[config.mk]
export PLATFORM = sky130hd
export DESIGN_NAME = rggen_bus_initiator_flat
export DESIGN_NICKNAME = d
export VERILOG_FILES = /design/src/rtl/rggen_rtl_pkg.sv /design/src/rtl/rggen_bus_if.sv /design/src/rtl/rggen_initiator_cmd_fifo.sv /design/src/rtl/rggen_bus_initiator.sv /design/src/flat_wrapper.sv
export SDC_FILE = /design/constraint.sdc
export NUM_CORES = 1
export LEC_CHECK = 0
export CORE_MARGIN = 4
export CORE_UTILIZATION = 40
export DETAILED_ROUTE_END_ITERATION = 16
export HOLD_SLACK_MARGIN = 0.08
export PLACE_DENSITY = 0.65
export SYNTH_ARGS = -nofsm -noshare
export SYNTH_HDL_FRONTEND = slang
export SYNTH_SLANG_ARGS = --single-unit
[constraint.sdc]
create_clock -name i_clk -period 2.5 [get_ports i_clk]
set_input_delay 0.5 -clock i_clk [delete_from_list [all_inputs] [get_ports i_clk]]
set_output_delay 0.5 -clock i_clk [all_outputs]
set_load 0.005 [all_outputs]
[src/rtl/rggen_rtl_pkg.sv]
// ============================================================================
// Module   : rggen_rtl_pkg
// Desc     : Shared bus access/status encodings for the rggen bus initiator.
// Revision : 1.0 - initial release
// ============================================================================
`default_nettype none

package rggen_rtl_pkg;

   typedef enum logic [1:0] {
      RGGEN_POSTED_WRITE = 2'b01,
      RGGEN_READ         = 2'b10,
      RGGEN_WRITE        = 2'b11
   } rggen_access;

   typedef enum logic [1:0] {
      RGGEN_OKAY         = 2'b00,
      RGGEN_EXOKAY       = 2'b01,
      RGGEN_SLAVE_ERROR  = 2'b10,
      RGGEN_DECODE_ERROR = 2'b11
   } rggen_status;

   function automatic logic rggen_is_error(input rggen_status status);
      return (status == RGGEN_SLAVE_ERROR) || (status == RGGEN_DECODE_ERROR);
   endfunction

endpackage

`default_nettype wire

[src/rtl/rggen_bus_if.sv]
// ============================================================================
// Module   : rggen_bus_if
// Desc     : Single-outstanding register bus between initiator and target.
// Revision : 1.0 - initial release
// ============================================================================
`default_nettype none

interface rggen_bus_if #(
   parameter int ADDRESS_WIDTH = 8,
   parameter int BUS_WIDTH     = 32,
   parameter int STROBE_WIDTH  = BUS_WIDTH / 8
) ();

   logic                              valid;
   rggen_rtl_pkg::rggen_access        access;
   logic [ADDRESS_WIDTH-1:0]          address;
   logic [BUS_WIDTH-1:0]              write_data;
   logic [STROBE_WIDTH-1:0]           strobe;
   logic                              ready;
   rggen_rtl_pkg::rggen_status        status;
   logic [BUS_WIDTH-1:0]              read_data;

   modport master (
      output valid, access, address, write_data, strobe,
      input  ready, status, read_data
   );

   modport slave (
      input  valid, access, address, write_data, strobe,
      output ready, status, read_data
   );

endinterface

`default_nettype wire

[src/rtl/rggen_initiator_cmd_fifo.sv]
// ============================================================================
// Module   : rggen_initiator_cmd_fifo
// Desc     : Show-ahead command FIFO; extra pointer bit separates full/empty.
// Revision : 1.0 - initial release
// ============================================================================
`default_nettype none

module rggen_initiator_cmd_fifo #(
   parameter int WIDTH = 8,
   parameter int DEPTH = 4
) (
   input  logic                     i_clk,
   input  logic                     i_rst,
   input  logic                     i_push,
   input  logic [WIDTH-1:0]         i_data,
   output logic                     o_full,
   input  logic                     i_pop,
   output logic [WIDTH-1:0]         o_data,
   output logic                     o_empty,
   output logic [$clog2(DEPTH):0]   o_count
);

   localparam int               c_PTR_W   = $clog2(DEPTH);
   localparam logic [c_PTR_W:0] c_PTR_ONE = 1;

   logic [c_PTR_W:0]  r_wr_ptr;
   logic [c_PTR_W:0]  r_rd_ptr;
   logic [WIDTH-1:0]  r_mem [DEPTH];
   logic              w_push;
   logic              w_pop;

   assign o_empty = (r_wr_ptr == r_rd_ptr);
   assign o_full  = (r_wr_ptr[c_PTR_W] != r_rd_ptr[c_PTR_W]) &&
                    (r_wr_ptr[c_PTR_W-1:0] == r_rd_ptr[c_PTR_W-1:0]);
   assign o_count = r_wr_ptr - r_rd_ptr;
   assign o_data  = r_mem[r_rd_ptr[c_PTR_W-1:0]];

   // Overflow/underflow requests are ignored rather than corrupting state.
   assign w_push = i_push && !o_full;
   assign w_pop  = i_pop && !o_empty;

   always_ff @(posedge i_clk) begin
      if (i_rst) begin
         r_wr_ptr <= '0;
         r_rd_ptr <= '0;
      end else begin
         if (w_push) r_wr_ptr <= r_wr_ptr + c_PTR_ONE;
         if (w_pop)  r_rd_ptr <= r_rd_ptr + c_PTR_ONE;
      end
   end

   always_ff @(posedge i_clk) begin
      if (w_push) r_mem[r_wr_ptr[c_PTR_W-1:0]] <= i_data;
   end

endmodule

`default_nettype wire

[src/rtl/rggen_bus_initiator.sv]
// ============================================================================
// Module   : rggen_bus_initiator
// Desc     : Queues commands and issues them one at a time on rggen_bus_if.
// Options  : RGGEN_BUS_INITIATOR_ERROR_COUNTER_EN adds a saturating error count
// Revision : 1.0 - initial release
// ============================================================================
`default_nettype none

module rggen_bus_initiator
   import rggen_rtl_pkg::*;
#(
   parameter int ADDRESS_WIDTH = 8,
   parameter int BUS_WIDTH     = 32,
   parameter int STROBE_WIDTH  = BUS_WIDTH / 8,
   parameter int CMD_DEPTH     = 4
) (
   input  logic                     i_clk,
   input  logic                     i_rst,
   input  logic                     i_cmd_valid,
   output logic                     o_cmd_ready,
   input  rggen_access              i_cmd_access,
   input  logic [ADDRESS_WIDTH-1:0] i_cmd_address,
   input  logic [BUS_WIDTH-1:0]     i_cmd_write_data,
   input  logic [STROBE_WIDTH-1:0]  i_cmd_strobe,
   output logic                     o_rsp_valid,
   input  logic                     i_rsp_ready,
   output rggen_status              o_rsp_status,
   output logic [BUS_WIDTH-1:0]     o_rsp_read_data,
   output logic                     o_busy,
`ifdef RGGEN_BUS_INITIATOR_ERROR_COUNTER_EN
   input  logic                     i_error_count_clear,
   output logic [7:0]               o_error_count,
`endif
   rggen_bus_if.master              bus_if
);

   typedef logic [1:0] state_t;
   localparam state_t c_IDLE     = 2'd0;
   localparam state_t c_REQUEST  = 2'd1;
   localparam state_t c_RESPONSE = 2'd2;

   typedef struct packed {
      rggen_access                access;
      logic [ADDRESS_WIDTH-1:0]   address;
      logic [BUS_WIDTH-1:0]       write_data;
      logic [STROBE_WIDTH-1:0]    strobe;
   } cmd_t;

   state_t                       r_state;
   cmd_t                         r_cmd;
   rggen_status                  r_rsp_status;
   logic [BUS_WIDTH-1:0]         r_rsp_read_data;
   cmd_t                         w_cmd_in;
   cmd_t                         w_fifo_head;
   logic                         w_fifo_full;
   logic                         w_fifo_empty;
   logic                         w_fifo_pop;
   logic [$clog2(CMD_DEPTH):0]   w_fifo_count;
   logic                         w_is_read;

   assign w_cmd_in = {i_cmd_access, i_cmd_address, i_cmd_write_data, i_cmd_strobe};

   // The head is consumed either from IDLE or directly out of a completed
   // response, so back-to-back commands skip the IDLE bubble.
   assign w_fifo_pop = !w_fifo_empty &&
                       ((r_state == c_IDLE) || ((r_state == c_RESPONSE) && i_rsp_ready));

   rggen_initiator_cmd_fifo #(
      .WIDTH ($bits(cmd_t)),
      .DEPTH (CMD_DEPTH)
   ) u_cmd_fifo (
      .i_clk   (i_clk),
      .i_rst   (i_rst),
      .i_push  (i_cmd_valid),
      .i_data  (w_cmd_in),
      .o_full  (w_fifo_full),
      .i_pop   (w_fifo_pop),
      .o_data  (w_fifo_head),
      .o_empty (w_fifo_empty),
      .o_count (w_fifo_count)
   );

   always_ff @(posedge i_clk) begin
      if (i_rst) begin
         r_state         <= c_IDLE;
         r_cmd           <= '0;
         r_rsp_status    <= RGGEN_OKAY;
         r_rsp_read_data <= '0;
      end else begin
         case (r_state)
            c_IDLE: begin
               if (w_fifo_pop) begin
                  r_cmd   <= w_fifo_head;
                  r_state <= c_REQUEST;
               end
            end
            c_REQUEST: begin
               if (bus_if.ready) begin
                  r_rsp_status    <= bus_if.status;
                  r_rsp_read_data <= bus_if.read_data;
                  r_state         <= c_RESPONSE;
               end
            end
            c_RESPONSE: begin
               if (i_rsp_ready) begin
                  if (w_fifo_pop) begin
                     r_cmd   <= w_fifo_head;
                     r_state <= c_REQUEST;
                  end else begin
                     r_state <= c_IDLE;
                  end
               end
            end
            default: r_state <= c_IDLE;
         endcase
      end
   end

   assign w_is_read          = (r_cmd.access == RGGEN_READ);
   assign bus_if.valid       = (r_state == c_REQUEST);
   assign bus_if.access      = r_cmd.access;
   assign bus_if.address     = r_cmd.address;
   assign bus_if.write_data  = w_is_read ? '0 : r_cmd.write_data;
   assign bus_if.strobe      = w_is_read ? '0 : r_cmd.strobe;

   assign o_cmd_ready     = !w_fifo_full;
   assign o_rsp_valid     = (r_state == c_RESPONSE);
   assign o_rsp_status    = r_rsp_status;
   assign o_rsp_read_data = r_rsp_read_data;
   assign o_busy          = (w_fifo_count != '0) || (r_state != c_IDLE);

`ifdef RGGEN_BUS_INITIATOR_ERROR_COUNTER_EN
   logic [7:0] r_error_count;
   logic       w_error_capture;

   assign w_error_capture = (r_state == c_REQUEST) && bus_if.ready &&
                            rggen_is_error(bus_if.status);

   always_ff @(posedge i_clk) begin
      if (i_rst || i_error_count_clear) begin
         r_error_count <= 8'd0;
      end else if (w_error_capture && (r_error_count != 8'hFF)) begin
         r_error_count <= r_error_count + 8'd1;
      end
   end

   assign o_error_count = r_error_count;
`endif

endmodule

`default_nettype wire
[src/flat_wrapper.sv]
// flat-port wrapper written by rule: the top's interface ports become plain ports
module rggen_bus_initiator_flat import rggen_rtl_pkg::*;
#(
   parameter int ADDRESS_WIDTH = 8,
   parameter int BUS_WIDTH     = 32,
   parameter int STROBE_WIDTH  = BUS_WIDTH / 8,
   parameter int CMD_DEPTH     = 4
)
  (i_clk, i_rst, i_cmd_valid, o_cmd_ready, i_cmd_access, i_cmd_address, i_cmd_write_data, i_cmd_strobe, o_rsp_valid, i_rsp_ready, o_rsp_status, o_rsp_read_data, o_busy, bus_if_valid, bus_if_access, bus_if_address, bus_if_write_data, bus_if_strobe, bus_if_ready, bus_if_status, bus_if_read_data);
  rggen_bus_if #(.ADDRESS_WIDTH(ADDRESS_WIDTH), .BUS_WIDTH(BUS_WIDTH), .STROBE_WIDTH(STROBE_WIDTH)) bus_if_i ();
  input  logic i_clk;
  input  logic i_rst;
  input  logic i_cmd_valid;
  output logic o_cmd_ready;
  input  rggen_access i_cmd_access;
  input  logic [ADDRESS_WIDTH-1:0] i_cmd_address;
  input  logic [BUS_WIDTH-1:0] i_cmd_write_data;
  input  logic [STROBE_WIDTH-1:0] i_cmd_strobe;
  output logic o_rsp_valid;
  input  logic i_rsp_ready;
  output rggen_status o_rsp_status;
  output logic [BUS_WIDTH-1:0] o_rsp_read_data;
  output logic o_busy;
  output wire logic [$bits(bus_if_i.valid)-1:0] bus_if_valid;
  output wire logic [$bits(bus_if_i.access)-1:0] bus_if_access;
  output wire logic [$bits(bus_if_i.address)-1:0] bus_if_address;
  output wire logic [$bits(bus_if_i.write_data)-1:0] bus_if_write_data;
  output wire logic [$bits(bus_if_i.strobe)-1:0] bus_if_strobe;
  input wire logic [$bits(bus_if_i.ready)-1:0] bus_if_ready;
  input wire logic [$bits(bus_if_i.status)-1:0] bus_if_status;
  input wire logic [$bits(bus_if_i.read_data)-1:0] bus_if_read_data;
  assign bus_if_valid = bus_if_i.valid;
  assign bus_if_access = bus_if_i.access;
  assign bus_if_address = bus_if_i.address;
  assign bus_if_write_data = bus_if_i.write_data;
  assign bus_if_strobe = bus_if_i.strobe;
  assign bus_if_i.ready = bus_if_ready;
  assign bus_if_i.status = bus_if_status;
  assign bus_if_i.read_data = bus_if_read_data;
  rggen_bus_initiator #(.ADDRESS_WIDTH(ADDRESS_WIDTH), .BUS_WIDTH(BUS_WIDTH), .STROBE_WIDTH(STROBE_WIDTH), .CMD_DEPTH(CMD_DEPTH)) u_core (.i_clk(i_clk), .i_rst(i_rst), .i_cmd_valid(i_cmd_valid), .o_cmd_ready(o_cmd_ready), .i_cmd_access(i_cmd_access), .i_cmd_address(i_cmd_address), .i_cmd_write_data(i_cmd_write_data), .i_cmd_strobe(i_cmd_strobe), .o_rsp_valid(o_rsp_valid), .i_rsp_ready(i_rsp_ready), .o_rsp_status(o_rsp_status), .o_rsp_read_data(o_rsp_read_data), .o_busy(o_busy), .bus_if(bus_if_i));
endmodule
==> impl_metrics.json, run 1 <==
{
  "cts.sinks": 274,
  "drv_slew": 0,
  "p_per_area_mw_per_mm2": 929.5,
  "maxCapViolations": 0,
  "antenna_cells": 0,
  "syn_area_sq_mm": 0.01114,
  "synth_seq_cells": 274,
  "ys.flop_type": "edfxtp_1",
  "vdd_drop_max_v": 0.0005736,
  "firstDrtPassIters": 5,
  "clk_pin_slew_worst_paths_ps": 60,
  "dp.cells": 1310,
  "startpoint": "u_core.bus_if.access[0]$_SDFFE_PP0P_",
  "pin_count": 169,
  "async_flop_share_pct": 0,
  "cts_inserted_buffers": 29,
  "synth-edff-count": 184,
  "start_kind": "flip-flop",
  "grt_usage_pct": 15.91,
  "slew_headroom_pct": 62.48,
  "dpl_cell_area_sq_mm": 0.01320,
  "reg2reg_from": "u_core.u_cmd_fifo.r_rd_ptr[1]$_SDFFE_PP0P_",
  "initial_core_util_pct": 40.98,
  "synth.net_count": 907,
  "finalSetupViolCount": 0,
  "r2r_end": "u_core.r_cmd[22]$_SDFFE_PP0P_",
  "layout_worst_path_cycle_share_pct": 96.86,
  "die_h_um": 174.9,
  "die_w_um": 174.9,
  "final_area_sq_mm": 0.01422,
  "num_rows": 60,
  "reg2regPathDepth": 6,
  "insertion_delay_ps": 540,
  "drtIter0Drc": 436,
  "min_path_type": "in2reg",
  "cp.required_ps": 2000,
  "routedWlPerCell_um": 18.62,
  "htree_levels": 1,
  "clock_power_share_pct": 31.5,
  "clockRootBuffer": "clkbuf_16",
  "max_freq_mhz": 413.0,
  "use_met1_pct": 21.27,
  "grt_util_met3_pct": 3.678,
  "dpl.hpwl_um": 15430,
  "areaGrowthSynthToFinish_pct": 27.69,
  "crit_arrival_ps": 1920,
  "p_switching_w": 0.003683,
  "instances_no_fill": 1365,
  "endpoint_kind": "output port",
  "finalCriticalPeriod_ps": 2421,
  "cts_buffer_depth": 3,
  "syn_area_per_cell_sq_um": 13.66,
  "core_sq_mm": 0.02718,
  "pwr-share-seq_pct": 41.7,
  "cts_tree": "yes",
  "yosysUniqueCellTypes": 40,
  "yosysSeqAreaShare_pct": 65.80,
  "grt_max_degree": 51,
  "grt-busiest-layer": "met2",
  "syn_inst": 815,
  "nets": 1063,
  "outcome": "finished, final reports clean",
  "grt_pass1_vias": 6835,
  "overflow": 0,
  "p_comb_share_pct": 26.8,
  "hold_viol_final": 0,
  "tightest_slew_ps": 562.8,
  "crit_fanout": 17,
  "vias": 6950,
  "antenna_left": 0,
  "p_leak_nw": 4.889,
  "p_int_w": 0.009533,
  "critPathKind": "reg2out",
  "switching_share_pct": 27.87,
  "die-area_sq_mm": 0.03057,
  "pre_cts_slack_ps": 194.8,
  "min_path_cells": 2,
  "wl_um": 25420,
  "r2r_setup_slack_ps": 560,
  "grt_pass1_wl_um": 38650,
  "drc": 0,
  "vias_per_cell": 5.092,
  "gp_congestion": 0.7400,
  "antenna_found_initial": 2,
  "finalClockSkew_ps": 16.25,
  "setup_ws_ps": 78.56,
  "use_met2_pct": 26.85,
  "crit_end": "bus_if_write_data[0]",
  "yosys_warnings": 0,
  "port_buffers": 168,
  "drive_gt1_share_pct": 15.71
}
-- how the worst min path moves through the flow --
stage | from | endpoint | slack, ps
4_1_cts | i_rst | u_core.o_rsp_read_data[31]$_SDFFE_PP0P_ | 390
3_5_place_dp | u_core.o_rsp_read_data[26]$_SDFFE_PP0P_ | u_core.o_rsp_read_data[26]$_SDFFE_PP0P_ | 450
5_1_grt | i_rst | u_core.o_rsp_read_data[31]$_SDFFE_PP0P_ | 410
6_report | i_rst | u_core.o_rsp_read_data[31]$_SDFFE_PP0P_ | 410
3_3_place_gp | u_core.o_rsp_read_data[17]$_SDFFE_PP0P_ | u_core.o_rsp_read_data[17]$_SDFFE_PP0P_ | 440
2_1_floorplan | u_core.o_rsp_read_data[0]$_SDFFE_PP0P_ | u_core.o_rsp_read_data[0]$_SDFFE_PP0P_ | 450
-- synth_stat cells (4+ instances only) --
library cell  instances  share of area (%)
nand3_1              46                2.1
mux2_2                4               0.40
nand2_1              72                2.4
nor2_1                4               0.13
edfxtp_1            184                 50
ha_1                  7               0.79
and2_1               40                2.2
a21oi_1              35                1.6
dfxtp_1              90                 16
buf_4                14               0.94
nor2b_1              50                2.8
buf_2                 6               0.27
o21ai_0              47                2.1
buf_1                 6               0.20
buf_6                 6               0.61
o211ai_1             36                2.4
inv_1                52                1.8
clkbuf_1             35                1.2
nand2b_1              4               0.22
mux4_2               46                9.3
o211ai_2             10                1.1
-- worst max-delay path, cell delays in order (launching register included) --
cell	delay [ps]
dfxtp_2	340
nand2b_4	180
clkbuf_16	190
and2_1	160
clkdlybuf4s50_1	510
-- layer usage --
metal / wire length [um] / up-vias
met5: 25 / -
met4: 428 / 4
met3: 1804 / 38
met2: 12030 / 229
met1: 11130 / 3411
li1: - / 3268
-- flip-flops by register name, indices dropped and copies added (netlist names), named ones only --
register,flops
u_core.bus_if.access,2
u_core.r_state,2
u_core.u_cmd_fifo.r_rd_ptr,3
u_core.u_cmd_fifo.r_wr_ptr,3
u_core.u_cmd_fifo.r_mem,184
u_core.o_rsp_read_data,32
u_core.bus_if.address,8
u_core.r_cmd,36
u_core.o_rsp_status,2
-- metrics by stage --
stage	util [%]	hold slack (ps)	TNS [ps]	power, W
6_report	52.32	411.8	0	0.01322
5_1_grt	52.32	413.3	-6.119	0.01385
4_1_cts	52.07	387.9	0	0.01331
3_5_place_dp	48.57	446.1	0	0.009094
3_3_place_gp	48.57	442.2	0	0.009050
2_1_floorplan	-	452.7	0	0.007771
-- cells by family after synthesis --
group	synth area share (%)
simple gates	10.34
buf+inv	5.000
compound gates	8.124
flops	65.80
mux	9.798
fa+ha+maj	0.7865
xor+xnor	0.1573
-- cell usage in the layout, fill, tap and decap left out, drive strengths merged, types with 2 or more instances in the layout --
master / n
nand2b: 4
ha: 7
o21ai: 47
clkdlybuf4s50: 163
clkbuf: 34
nor2: 4
nand2: 72
mux4: 46
a21oi: 35
and2: 41
clkinv: 14
o211ai: 46
nor2b: 50
inv: 54
buf: 25
a211o: 2
dlymetal6s2s: 2
edfxtp: 184
xnor2: 2
dlygate4sd2: 2
dfxtp: 90
bufinv: 3
nand3: 46
mux2: 4
-- area by class of cell --
class                           instances  area [sq um]
Fill cell                            2349         12960
Inverter                               52         195.2
Clock buffer                           33         750.7
Timing Repair Buffer                  193          1974
Multi-Input combinational cell        421          3322
Tap cell                              372         465.4
Sequential cell                       274          7336
Clock inverter                         20         175.2
-- power by group through the flow --
stage	Clock (W)	Sequential [W]	Combinational, W
after detailed placement	0	0.00559	0.00350
after floorplan	0	0.00553	0.00224
final	0.00416	0.00551	0.00355
after global routing	0.00443	0.00555	0.00387
after global placement	0	0.00557	0.00348
after CTS	0.00426	0.00550	0.00355
-- timing repair --
| action | in CTS | in global routing |
|---|---|---|
| pin swaps | 0 | 1 |
| hold buffers | 0 | 0 |
| buffers inserted | 0 | 1 |
| endpoints found under the setup margin | 24 | 25 |
| gates cloned | 0 | 1 |
| resized for setup | 10 | 12 |
Note: power is estimated with default switching activity, not from simulation.
==> run 2, diff against run 1 <==
- PLACE_DENSITY: 0.65 -> 0.63
- clock period: 2.5 -> 2.3 ns (I/O delays scaled with it)
==> run 2 against run 1 <==
Effect of this change: the run now ends with setup timing left; first-iteration DRC count fell by 26%; non-clock buffer count rose by 1; wire length is 0.22% lower; sequential share of layout area fell by 0.051 points; clock skew increased by 3.0 ps; clock-buffer cell count is 3 higher; worst setup slack worse by 180 ps; die area is the same; largest cell class unchanged.
==> impl_metrics.json, run 2 (synthesis results as in run 1) <==
{
  "clk_pin_slew_worst_paths_ps": 60,
  "final_common_cell": "edfxtp_1",
  "reg2regPathDepth": 5,
  "nFillCells": 2330,
  "nets": 1063,
  "pre_cts_slack_ps": 102.0,
  "most-common-layout-cells": "edfxtp_1 (184), clkdlybuf4s50_1 (156), dfxtp_1 (83)",
  "antenna_left": 0,
  "cp.required_ps": 1840,
  "rsz0062_at_grt": "true",
  "insertion_delay_ps": 550,
  "p_leak_nw": 4.958,
  "start_kind": "flip-flop",
  "antenna_cells": 0,
  "largest_register_ff_count": 184,
  "grt_usage_pct": 16.39,
  "slew_headroom_pct": 63.95,
  "drtIter0Drc": 321,
  "dpl_cell_area_sq_mm": 0.01329,
  "port_buffers": 168,
  "cts_inserted_buffers": 28,
  "critPathKind": "reg2out",
  "drc": 0,
  "failed_checks": "setup timing",
  "initial_core_util_pct": 40.98,
  "wl_um": 25360,
  "post_cts_resized": 17,
  "die_h_um": 174.9,
  "vias": 6902,
  "cts_buffer_depth": 3,
  "antenna_found_initial": 1,
  "routedWlPerCell_um": 18.58,
  "crit_fanout": 36,
  "tightest_slew_ps": 540.8,
  "core_sq_mm": 0.02718,
  "drv_slew": 0,
  "min_path_cells": 2,
  "die-area_sq_mm": 0.03057,
  "layout_worst_path_cycle_share_pct": 104.2,
  "drive_gt1_share_pct": 15.61,
  "min_path_type": "in2reg",
  "vias_per_cell": 5.056,
  "num_rows": 60,
  "r2r_end": "u_core.bus_if.address[2]$_SDFFE_PP0P_",
  "firstDrtPassIters": 6,
  "cts_setup_buffers": 0,
  "final_area_sq_mm": 0.01424,
  "grt_max_degree": 51,
  "htree_levels": 1,
  "fin_tns_setup_ps": -1263,
  "vdd_drop_max_v": 0.0006368,
  "hold_path_end": "u_core.o_rsp_status[1]$_SDFFE_PP0P_",
  "clockRootBuffer": "clkbuf_16",
  "pin_count": 169,
  "dpl.hpwl_um": 15650,
  "finalCriticalPeriod_ps": 2397,
  "setup_ws_ps": -97.35,
  "cts.sinks": 274,
  "grt_pass1_wl_um": 40270,
  "hp-start": "i_rst",
  "hold_buffers": 0,
  "multi_input_area_sq_mm": 0.003323,
  "maxCapViolations": 0,
  "crit_arrival_ps": 1940,
  "areaGrowthSynthToFinish_pct": 27.90,
  "die_w_um": 174.9,
  "r2r_setup_slack_ps": 430,
  "finalClockSkew_ps": 19.24,
  "gp_congestion": 0.7390,
  "p_per_area_mw_per_mm2": 997.5,
  "max_freq_mhz": 417.1,
  "regArea_sq_mm": 0.007341,
  "outcome": "finished with violations",
  "cts_tree": "yes",
  "reg2reg_from": "u_core.u_cmd_fifo.r_wr_ptr[1]$_SDFFE_PP0P_",
  "overflow": 0,
  "endpoint_kind": "output port",
  "grt_pass1_vias": 7052,
  "finalSetupViolCount": 26,
  "hold_viol_final": 0
}
run 2: cell types whose count changed in the layout (fill, tap and decap cells not counted), moves of 2 or more:
cell	change
clkbuf_1	+4
dlymetal6s2s_1	+4
dfxtp_1	-2
clkinv_1	-5
clkinv_2	+2
clkdlybuf4s50_1	-7
buf_12	+5
and2_4	-7
buf_4	-3
clkbuf_16	-2
and2_1	+7
run 2: worst max-delay path, stage by stage (launching register included):
cell,delay [ps]
dfxtp_2,340
nand2b_4,130
buf_12,170
and2_1,220
clkdlybuf4s50_1,530
run 2: worst max path at each step:
stage | startpoint | end | slack, ps | cells past startpoint
after global routing | u_core.bus_if.access[0]$_SDFFE_PP0P_ | bus_if_write_data[25] | -170 | 4
after detailed placement | i_rsp_ready | u_core.bus_if.address[2]$_SDFFE_PP0P_ | 100 | 5
after global placement | i_rsp_ready | u_core.bus_if.address[5]$_SDFFE_PP0P_ | 140 | 5
after CTS | u_core.bus_if.access[0]$_SDFFE_PP0P_ | bus_if_write_data[9] | -110 | 4
final | u_core.bus_if.access[0]$_SDFFE_PP0P_ | bus_if_write_data[9] | -100 | 4
after floorplan | u_core.u_cmd_fifo.r_wr_ptr[0]$_SDFFE_PP0P_ | u_core.u_cmd_fifo.r_mem[3][0]$_DFFE_PP_ | 220 | 5
run 2: where the power goes:
part           switching [W]  leakage [nW]  internal, W  total [W]
combinational        0.00192          2.10      0.00191    0.00382
sequential          0.000238          2.43      0.00578    0.00602
clock                0.00185         0.432      0.00251    0.00436
total                0.00401          4.96       0.0102     0.0142
run 2: final cells by class:
type / count / share of cell area (%)
Timing Repair Buffer: 194 / 14.22
Clock buffer: 36 / 5.201
Tap cell: 372 / 3.268
Clock inverter: 16 / 1.063
Multi-Input combinational cell: 421 / 23.33
Inverter: 52 / 1.370
Sequential cell: 274 / 51.54
run 2: layer usage:
metal	track usage, %	share of wire (%)
met1	21.98	43
met2	27.71	48
met3	3.721	6.3
met4	3.273	1.8
met5	0	0.059
run 2: per-stage QoR:
stage	total power [W]	instances	util [%]	hold WS, ps
4_1_cts	0.01439	1365	52.26	284.3
6_report	0.01421	1365	52.41	310.3
2_1_floorplan	0.008447	815	-	452.7
5_1_grt	0.01498	1365	52.41	304.8
3_3_place_gp	0.009935	1313	48.89	441.5
3_5_place_dp	0.009975	1313	48.89	447.0
